--- config.mk ---
export PLATFORM = sky130hd
export DESIGN_NAME = traffic_phase_ctrl
export DESIGN_NICKNAME = d
export VERILOG_FILES = /design/src/rtl/traffic_pkg.sv /design/src/rtl/phase_timer.sv /design/src/rtl/traffic_phase_ctrl.sv
export SDC_FILE = /design/constraint.sdc
export NUM_CORES = 1
export LEC_CHECK = 0
export ABC_AREA = 1
export ABC_CLOCK_PERIOD_IN_PS = 3600
export BUFFER_PORTS_ARGS = -buffer_cell sky130_fd_sc_hd__buf_2
export CAP_MARGIN = 20
export CORE_ASPECT_RATIO = 0.8
export CORE_UTILIZATION = 62
export CTS_CLUSTER_SIZE = 40
export DETAILED_ROUTE_END_ITERATION = 10
export PLACE_DENSITY_LB_ADDON = 0.15
export RECOVER_POWER = 50
export SYNTH_ARGS = -nofsm -noshare
export SYNTH_HDL_FRONTEND = slang
export SYNTH_SLANG_ARGS = --single-unit
--- constraint.sdc ---
create_clock -name clk -period 3.6 [get_ports clk]
set_input_delay 0.72 -clock clk [delete_from_list [all_inputs] [get_ports clk]]
set_output_delay 0.72 -clock clk [all_outputs]
set_load 0.05 [all_outputs]
--- src/rtl/traffic_pkg.sv ---
// Shared types and lamp codes for the intersection phase sequencer.
// State encodings are visible on the debug port, so keep them fixed.
package traffic_pkg;

    typedef enum logic [2:0] {
        ALLRED_A    = 3'd0,
        MAIN_GREEN  = 3'd1,
        MAIN_YELLOW = 3'd2,
        ALLRED_B    = 3'd3,
        WALK        = 3'd4,
        SIDE_GREEN  = 3'd5,
        SIDE_YELLOW = 3'd6
    } state_t;

    localparam logic [2:0] LAMP_RED = 3'b100;
    localparam logic [2:0] LAMP_YEL = 3'b010;
    localparam logic [2:0] LAMP_GRN = 3'b001;

endpackage

--- src/rtl/phase_timer.sv ---
// Dwell timer: counts from 0 after each restart; exp marks the last cycle.
// With hold set it parks on dur-1 so exp stays high until a restart.
module phase_timer #(
    parameter int TW = 16
) (
    input  logic          clk,
    input  logic          reset,
    input  logic          restart,
    input  logic [TW-1:0] dur,
    input  logic          hold,
    output logic          exp
);

    logic [TW-1:0] count;

    assign exp = (count == (dur - TW'(1)));

    // Count register: cleared on state change, frozen at dur-1 while held.
    always_ff @(posedge clk) begin
        if (reset) begin
            count <= '0;
        end else if (restart) begin
            count <= '0;
        end else if (!(hold && exp)) begin
            count <= count + TW'(1);
        end
    end

endmodule

--- src/rtl/traffic_phase_ctrl.sv ---
// Two-road intersection sequencer with pedestrian phase.
// Main road rests in green; side/ped demands are latched and served in turn.
module traffic_phase_ctrl
    import traffic_pkg::*;
#(
    parameter int TW           = 16,
    parameter int T_ALL_RED    = 2,
    parameter int T_MAIN_GREEN = 8,
    parameter int T_YELLOW     = 3,
    parameter int T_SIDE_GREEN = 5,
    parameter int T_WALK       = 4
) (
    input  logic       clk,
    input  logic       reset,
    input  logic       side_car,
    input  logic       ped_req,
    output logic [2:0] main_light,
    output logic [2:0] side_light,
    output logic       walk,
    output logic       ped_wait,
    output logic [2:0] state_o
);

    state_t        state;
    state_t        state_nx;
    logic          car_q;
    logic          ped_q;
    logic          exp;
    logic          restart;
    logic          hold;
    logic          enter_side;
    logic          enter_walk;
    logic [TW-1:0] dur;

    // Dwell length for the current state.
    always_comb begin
        dur = TW'(T_ALL_RED);
        unique case (state)
            ALLRED_A:    dur = TW'(T_ALL_RED);
            MAIN_GREEN:  dur = TW'(T_MAIN_GREEN);
            MAIN_YELLOW: dur = TW'(T_YELLOW);
            ALLRED_B:    dur = TW'(T_ALL_RED);
            WALK:        dur = TW'(T_WALK);
            SIDE_GREEN:  dur = TW'(T_SIDE_GREEN);
            SIDE_YELLOW: dur = TW'(T_YELLOW);
            default:     dur = TW'(T_ALL_RED);
        endcase
    end

    phase_timer #(
        .TW (TW)
    ) u_timer (
        .clk     (clk),
        .reset   (reset),
        .restart (restart),
        .dur     (dur),
        .hold    (hold),
        .exp     (exp)
    );

    // Next-state logic; any unknown encoding falls back to all-red.
    always_comb begin
        state_nx = state;
        unique case (state)
            ALLRED_A:    if (exp) state_nx = MAIN_GREEN;
            MAIN_GREEN:  if (exp && (car_q || ped_q)) state_nx = MAIN_YELLOW;
            MAIN_YELLOW: if (exp) state_nx = ALLRED_B;
            ALLRED_B:    if (exp) state_nx = ped_q ? WALK : SIDE_GREEN;
            WALK:        if (exp) state_nx = car_q ? SIDE_GREEN : ALLRED_A;
            SIDE_GREEN:  if (exp) state_nx = SIDE_YELLOW;
            SIDE_YELLOW: if (exp) state_nx = ALLRED_A;
            default:     state_nx = ALLRED_A;
        endcase
    end

    assign restart    = (state_nx != state);
    assign hold       = (state == MAIN_GREEN);
    assign enter_side = (state_nx == SIDE_GREEN) && (state != SIDE_GREEN);
    assign enter_walk = (state_nx == WALK) && (state != WALK);

    // State register.
    always_ff @(posedge clk) begin
        if (reset) begin
            state <= ALLRED_A;
        end else begin
            state <= state_nx;
        end
    end

    // Demand latches; serving a phase wins over a same-cycle request.
    always_ff @(posedge clk) begin
        if (reset) begin
            car_q <= 1'b0;
            ped_q <= 1'b0;
        end else begin
            if (enter_side) begin
                car_q <= 1'b0;
            end else if (side_car) begin
                car_q <= 1'b1;
            end
            if (enter_walk) begin
                ped_q <= 1'b0;
            end else if (ped_req) begin
                ped_q <= 1'b1;
            end
        end
    end

    // Lamp decode from the state register only.
    always_comb begin
        main_light = LAMP_RED;
        side_light = LAMP_RED;
        walk       = 1'b0;
        unique case (state)
            MAIN_GREEN:  main_light = LAMP_GRN;
            MAIN_YELLOW: main_light = LAMP_YEL;
            SIDE_GREEN:  side_light = LAMP_GRN;
            SIDE_YELLOW: side_light = LAMP_YEL;
            WALK:        walk       = 1'b1;
            default:     walk       = 1'b0;
        endcase
    end

    assign ped_wait = ped_q;
    assign state_o  = state;

endmodule

# Word level (Yosys, flattened, before mapping)
# Cells that the tools add are included.
[classes]
add_sub_neg = 2
mul = 0
div_mod_pow = 0
magnitude_cmp = 0
n_eq_ne = 12
n_shift = 0
n_mux = 14
bitwise_logic = 0
reduce_logical = 10
[op_table]
columns = ["cell", "count"]
rows = [
  ["$mux W3", 8],
  ["$pmux W3 S7", 1],
  ["$add A16 B1 Y16 const B", 1],
  ["$eq A16 B16 Y1", 1],
  ["$pmux W4 S4", 1],
  ["$eq A3 B3 Y1 const B", 5],
  ["$pmux W3 S2", 2],
  ["$reduce_or A2 Y1", 4],
  ["$eq A3 B2 Y1 const B", 2],
  ["$ne A3 B3 Y1 const B", 2],
  ["$sub A4 B1 Y5 const B", 1],
  ["$logic_and A1 B1 Y1", 4],
  ["$eq A3 B1 Y1 const B", 1],
  ["$logic_not A3 Y1", 1],
  ["$ne A3 B3 Y1", 1],
  ["$mux W1", 2],
  ["$logic_or A1 B1 Y1", 1],
]
[totals]
register_bits = 21
latchBits = 0
ramBits = 0
romBits = 0
inputBits = 4
out_inout_bits = 11
wordCells = 42
memories = 0

# Depth between registers and ports, before layout
[logic_depth]
ltp_word = 11
depth_mapped = 20
mapped_depth_nobuf = 19

# By module
# A second synthesis with hierarchy kept.
[hier_totals]
cells_unflattened = 359
area_unflattened_um2 = 2114.5
[by_module_without_submodules]
columns = ["module", "n_inst", "cells_each", "area_each_um2", "seq_area_each_um2"]
rows = [
  ["phase_timer", 1, 284, 1646.6, 320.3],
  ["traffic_phase_ctrl", 1, 75, 467.9, 100.1],
]

# Worst setup path before layout
# Ideal clock, no wire load.
[synth_timing]
path_kind = "reg-to-output"
startpoint = "reg state[0] (netlist: state_o[0])"
endpoint = "out main_light[2]"
t_arrival_ns = 2.508
required_time_ns = 2.880
setup_slack_ns = 0.372
path_stages_with_launch = 6
n_path_buf = 0
path_cell_list = "dfxtp_1 -> inv_2 -> nor3_1 -> inv_1 -> nand2_1 -> inv_1"
[synth_via]
elab_chain_cells = 2
elab_cells_between_ends = 3
classes_between = "eq/ne (2); mux (1)"
[synth_rtl]
columns = ["item", "line_no", "text"]
rows = [
  ["start: declaration", "traffic_phase_ctrl.sv:24", "state_t state;"],
  ["start signal: assignment", "traffic_phase_ctrl.sv:86", "state <= state_nx;"],
  ["$eq A3 B2 Y1 or $eq A3 B1 Y1 (tied branches)", "traffic_phase_ctrl.sv:114", "unique case (state)"],
  ["$pmux W3 S2 *", "traffic_phase_ctrl.sv:114", ""],
  ["end: declaration", "traffic_phase_ctrl.sv:17", "output logic [2:0] main_light,"],
]
# Every way passes the cells marked *; elsewhere a longest branch is shown, timed or not.

# Final worst setup path
[layout_timing]
startpoint = "reg state[2] (netlist: state_o[2])"
endpoint = "reg u_timer.count[3]"
[layout_via]
elab_chain_cells = 10
elab_cells_between_ends = 23
classes_between = "add/sub (1); eq/ne (8); mux (9); reduce/logical (5)"
[layout_rtl]
columns = ["item", "line_no", "text"]
rows = [
  ["$eq A3 B3 Y1 or $eq A3 B2 Y1 (tied branches)", "traffic_phase_ctrl.sv:38, traffic_phase_ctrl.sv:64", ""],
  ["$reduce_or A2 Y1 (no line)", "--", ""],
  ["$pmux W4 S4", "traffic_phase_ctrl.sv:38", "unique case (state)"],
  ["$sub A4 B1 Y5", "phase_timer.sv:16", "assign exp = (count == (dur - TW'(1)));"],
  ["$eq A16 B16 Y1", "phase_timer.sv:16", ""],
  ["$logic_and A1 B1 Y1", "traffic_phase_ctrl.sv:66", "MAIN_GREEN: if (exp && (car_q || ped_q)) state_nx = MAIN_YELLOW;"],
  ["$mux W3", "traffic_phase_ctrl.sv:66", ""],
  ["$pmux W3 S7", "traffic_phase_ctrl.sv:64", "unique case (state)"],
  ["$ne A3 B3 Y1", "traffic_phase_ctrl.sv:76", "assign restart = (state_nx != state);"],
  ["$reduce_or A2 Y1 (no line)", "--", ""],
  ["end signal: assignment", "phase_timer.sv:25", "count <= count + TW'(1);"],
  ["end: declaration", "phase_timer.sv:14", "logic [TW-1:0] count;"],
]
# Several ways; a longest one is shown, not always the timed one.
# A chain may end at the register's enable or synchronous reset.

==> reports/metrics.cfg <==
[clocking]
ctsHoldBuffers=0
cts_resized=0
cts_sinks=21
cts_root_buffer=clkbuf_4
post_cts_buffers=0
cts-buffers-inserted=3
cts_tree=done
clockBufferDepth=2
h-tree-depth=1
clkSlewWorstSetupHoldPaths_ns=0.12
clock_latency_ns=0.30

[worst_hold_path]
hold_end=u_timer.count[4]
hp-class=register to register
holdCritStartpoint=u_timer.count[4]
hold_depth=2

[synthesis]
netlist_instances=213
ys_ff_latch=21
syn_nets=219
ys_seq_area_frac=0.294
avgSynthCellArea_um2=6.72
yosys_warnings=0
synth_area_um2=1430
synth.distinct_cells=24

[drt]
drc_errors=0
final_antenna_net_count=0
routedWlPerCell_um=11.9
firstDrtPassIters=4
drtIter0Drc=66
wirelength_um=3020
viasPerCell=5.25
vias=1333

[finish]
fin_nets=236
diodes=0
layout-drive-gt1-share=0.122
final_cells=254
synthToLayoutAreaGrowth_pct=5.51
num-fill-cells=197

[floorplan]
io_pins=15
die-area_um2=2510
num_rows=15
die_w_um=55.7
start_util=0.663
core_um2=2160
die_h_um=45.0

[timing]
timing.fmax_mhz=327
final-setup-viol-count=0
relSlewSlack=0.601
timing.clock.skew_ns=0.00381
tightest_slew_ns=0.601
holdWs_ns=0.597
setup_ws_ns=0.544
maxSlewViolCount=0
report.final.hold_viol_count=0
layout_worst_path_cycle_share=0.849
post-route-min-period_ns=3.06
finalSetupTns_ns=0
rsz0062_at_grt=no

[setup_path]
crit_type=register to register
crit_start=state_o[2]
r2r_cells=15
r2r_start=state_o[2]
r2r_setup_slack_ns=0.54
critPathMaxFanout=16
rr_endpoint=u_timer.count[3]
required_ns=3.84
cp-start-kind=register
endpoint_kind=register
crit_arrival_ns=3.29

[pwr]
p_per_area_nw_per_um2=572
p_leak_uw=0.000673
total_power_uw=863
ir_worst_vdd_uv=661

[place]
dp_hpwl_um=2460
io_buffers=14
gp_congestion=1.05
place_ws_ns=0.780
dp.cells=250

[grt]
first_global_vias=1146
grt_max_degree=17
gr-total-overflow=0
grt_antenna_before_repair=0
grt_pass1_wl_um=5080
grt_use_total=0.267

[run]
max-cap-violations=0

[run_status]
outcome=finished clean

-- through the flow --
| step | utilization | cell area [µm²] |
|---|---|---|
| CTS | 0.711 | 1540 |
| floorplan | - | 1430 |
| detailed placement | 0.697 | 1510 |
| global route | 0.700 | 1510 |
| finish | 0.700 | 1510 |
| global placement | 0.697 | 1510 |
-- kinds of logic (layout without fill, tap and decap cells) --
family / count (synthesis) / in the layout / share of synthesized area
adders and majority gates: 2 / 2 / 0.0175
AOI/OAI and AO/OA: 14 / 14 / 0.0525
xor gates and xnor gates: 13 / 13 / 0.0795
buffers and inverters: 42 / 58 / 0.124
DFF: 21 / 21 / 0.294
and+or+nand+nor: 121 / 121 / 0.433
-- metal layers --
layer  share of wire  up-vias  GRT usage
li1                -      691          -
met1            0.48      585      0.387
met2            0.42       51      0.402
met3           0.084        6     0.0573
met4           0.015        0     0.0800
met5               0        -          0
-- critical path, cell delays in order (launching register included) --
cell and delay (ns):
dfxtp_1 0.59, nand3_1 0.29, nand2_1 0.17, inv_1 0.08, ha_1 0.34, a21oi_1 0.19
nand3_1 0.09, nor2_1 0.10, nand3_1 0.18, nand2_1 0.10, nand2_1 0.08, nand2_1 0.10
nor2_1 0.07, nand2_2 0.10, nand3_4 0.31, nor2_1 0.19
-- flip-flops by register name, summed over array words and instances, names as in the netlist --
| signal | count |
|---|---|
| state_o | 3 |
| u_timer.count | 16 |
| car_q | 1 |
| ped_wait | 1 |
-- cell usage in the layout (no fill, tap or decap) --
cell type / netlist / routed
clkinvlp_4: 0 / 1
nor3_1: 11 / 11
nand3_2: 3 / 2
o21ai_0: 6 / 6
nor2_1: 29 / 30
xor2_1: 12 / 12
clkinv_1: 1 / 1
inv_1: 36 / 36
o22ai_1: 1 / 1
nand3_4: 1 / 1
nand3_1: 15 / 16
xnor2_1: 1 / 1
buf_2: 0 / 4
nor2_4: 11 / 11
nand2_1: 44 / 46
inv_2: 3 / 3
nand2_2: 4 / 2
dfxtp_1: 21 / 21
clkbuf_1: 0 / 10
a21oi_1: 6 / 6
o2111ai_1: 1 / 1
ha_1: 2 / 2
nand4_1: 1 / 1
or2_2: 1 / 1
clkbuf_4: 0 / 3
-- area by class of cell --
cell class | instances | area [µm²] | share of cell area
Clock buffer | 3 | 22.5 | 0.0149
Multi-Input combinational cell | 150 | 821 | 0.543
Inverter | 40 | 150 | 0.0994
Tap cell | 25 | 31.3 | 0.0207
Timing Repair Buffer | 14 | 57.6 | 0.0381
Sequential cell | 21 | 420 | 0.278
Clock inverter | 1 | 7.51 | 0.00497
-- worst max path at each step --
| stage | cells past startpoint | end | slack [ns] |
|---|---|---|---|
| 2_1_floorplan | 5 | main_light[2] | 0.37 |
| 3_3_place_gp | 15 | u_timer.count[4] | 0.87 |
| 3_5_place_dp | 15 | u_timer.count[0] | 0.78 |
| 4_1_cts | 15 | u_timer.count[0] | 0.75 |
| 5_1_grt | 17 | u_timer.count[3] | 0.28 |
| 6_report | 15 | u_timer.count[3] | 0.54 |
-- report_power, final --
part / internal, µW / total [µW] / switching [µW]
combinational: 119 / 460 / 341
clock: 42.3 / 114 / 71.2
sequential: 253 / 290 / 36.7
total: 414 / 863 / 449
-- cells in the mapped netlist, drive strengths merged --
| library cell | number | share of area |
|---|---|---|
| nand2 | 48 | 0.13 |
| nor2 | 41 | 0.17 |
| inv | 39 | 0.10 |
| dfxtp | 21 | 0.29 |
| nand3 | 19 | 0.086 |
| xor2 | 12 | 0.073 |
| nor3 | 11 | 0.038 |
| a21oi | 6 | 0.021 |
| o21ai | 6 | 0.021 |
| buf | 2 | 0.019 |
| ha | 2 | 0.017 |
| clkinv | 1 | 0.0026 |
| nand4 | 1 | 0.0044 |
| o2111ai | 1 | 0.0061 |
| o22ai | 1 | 0.0044 |
| or2 | 1 | 0.0044 |
| xnor2 | 1 | 0.0061 |
No activity file was read; power rests on OpenSTA's default activity.
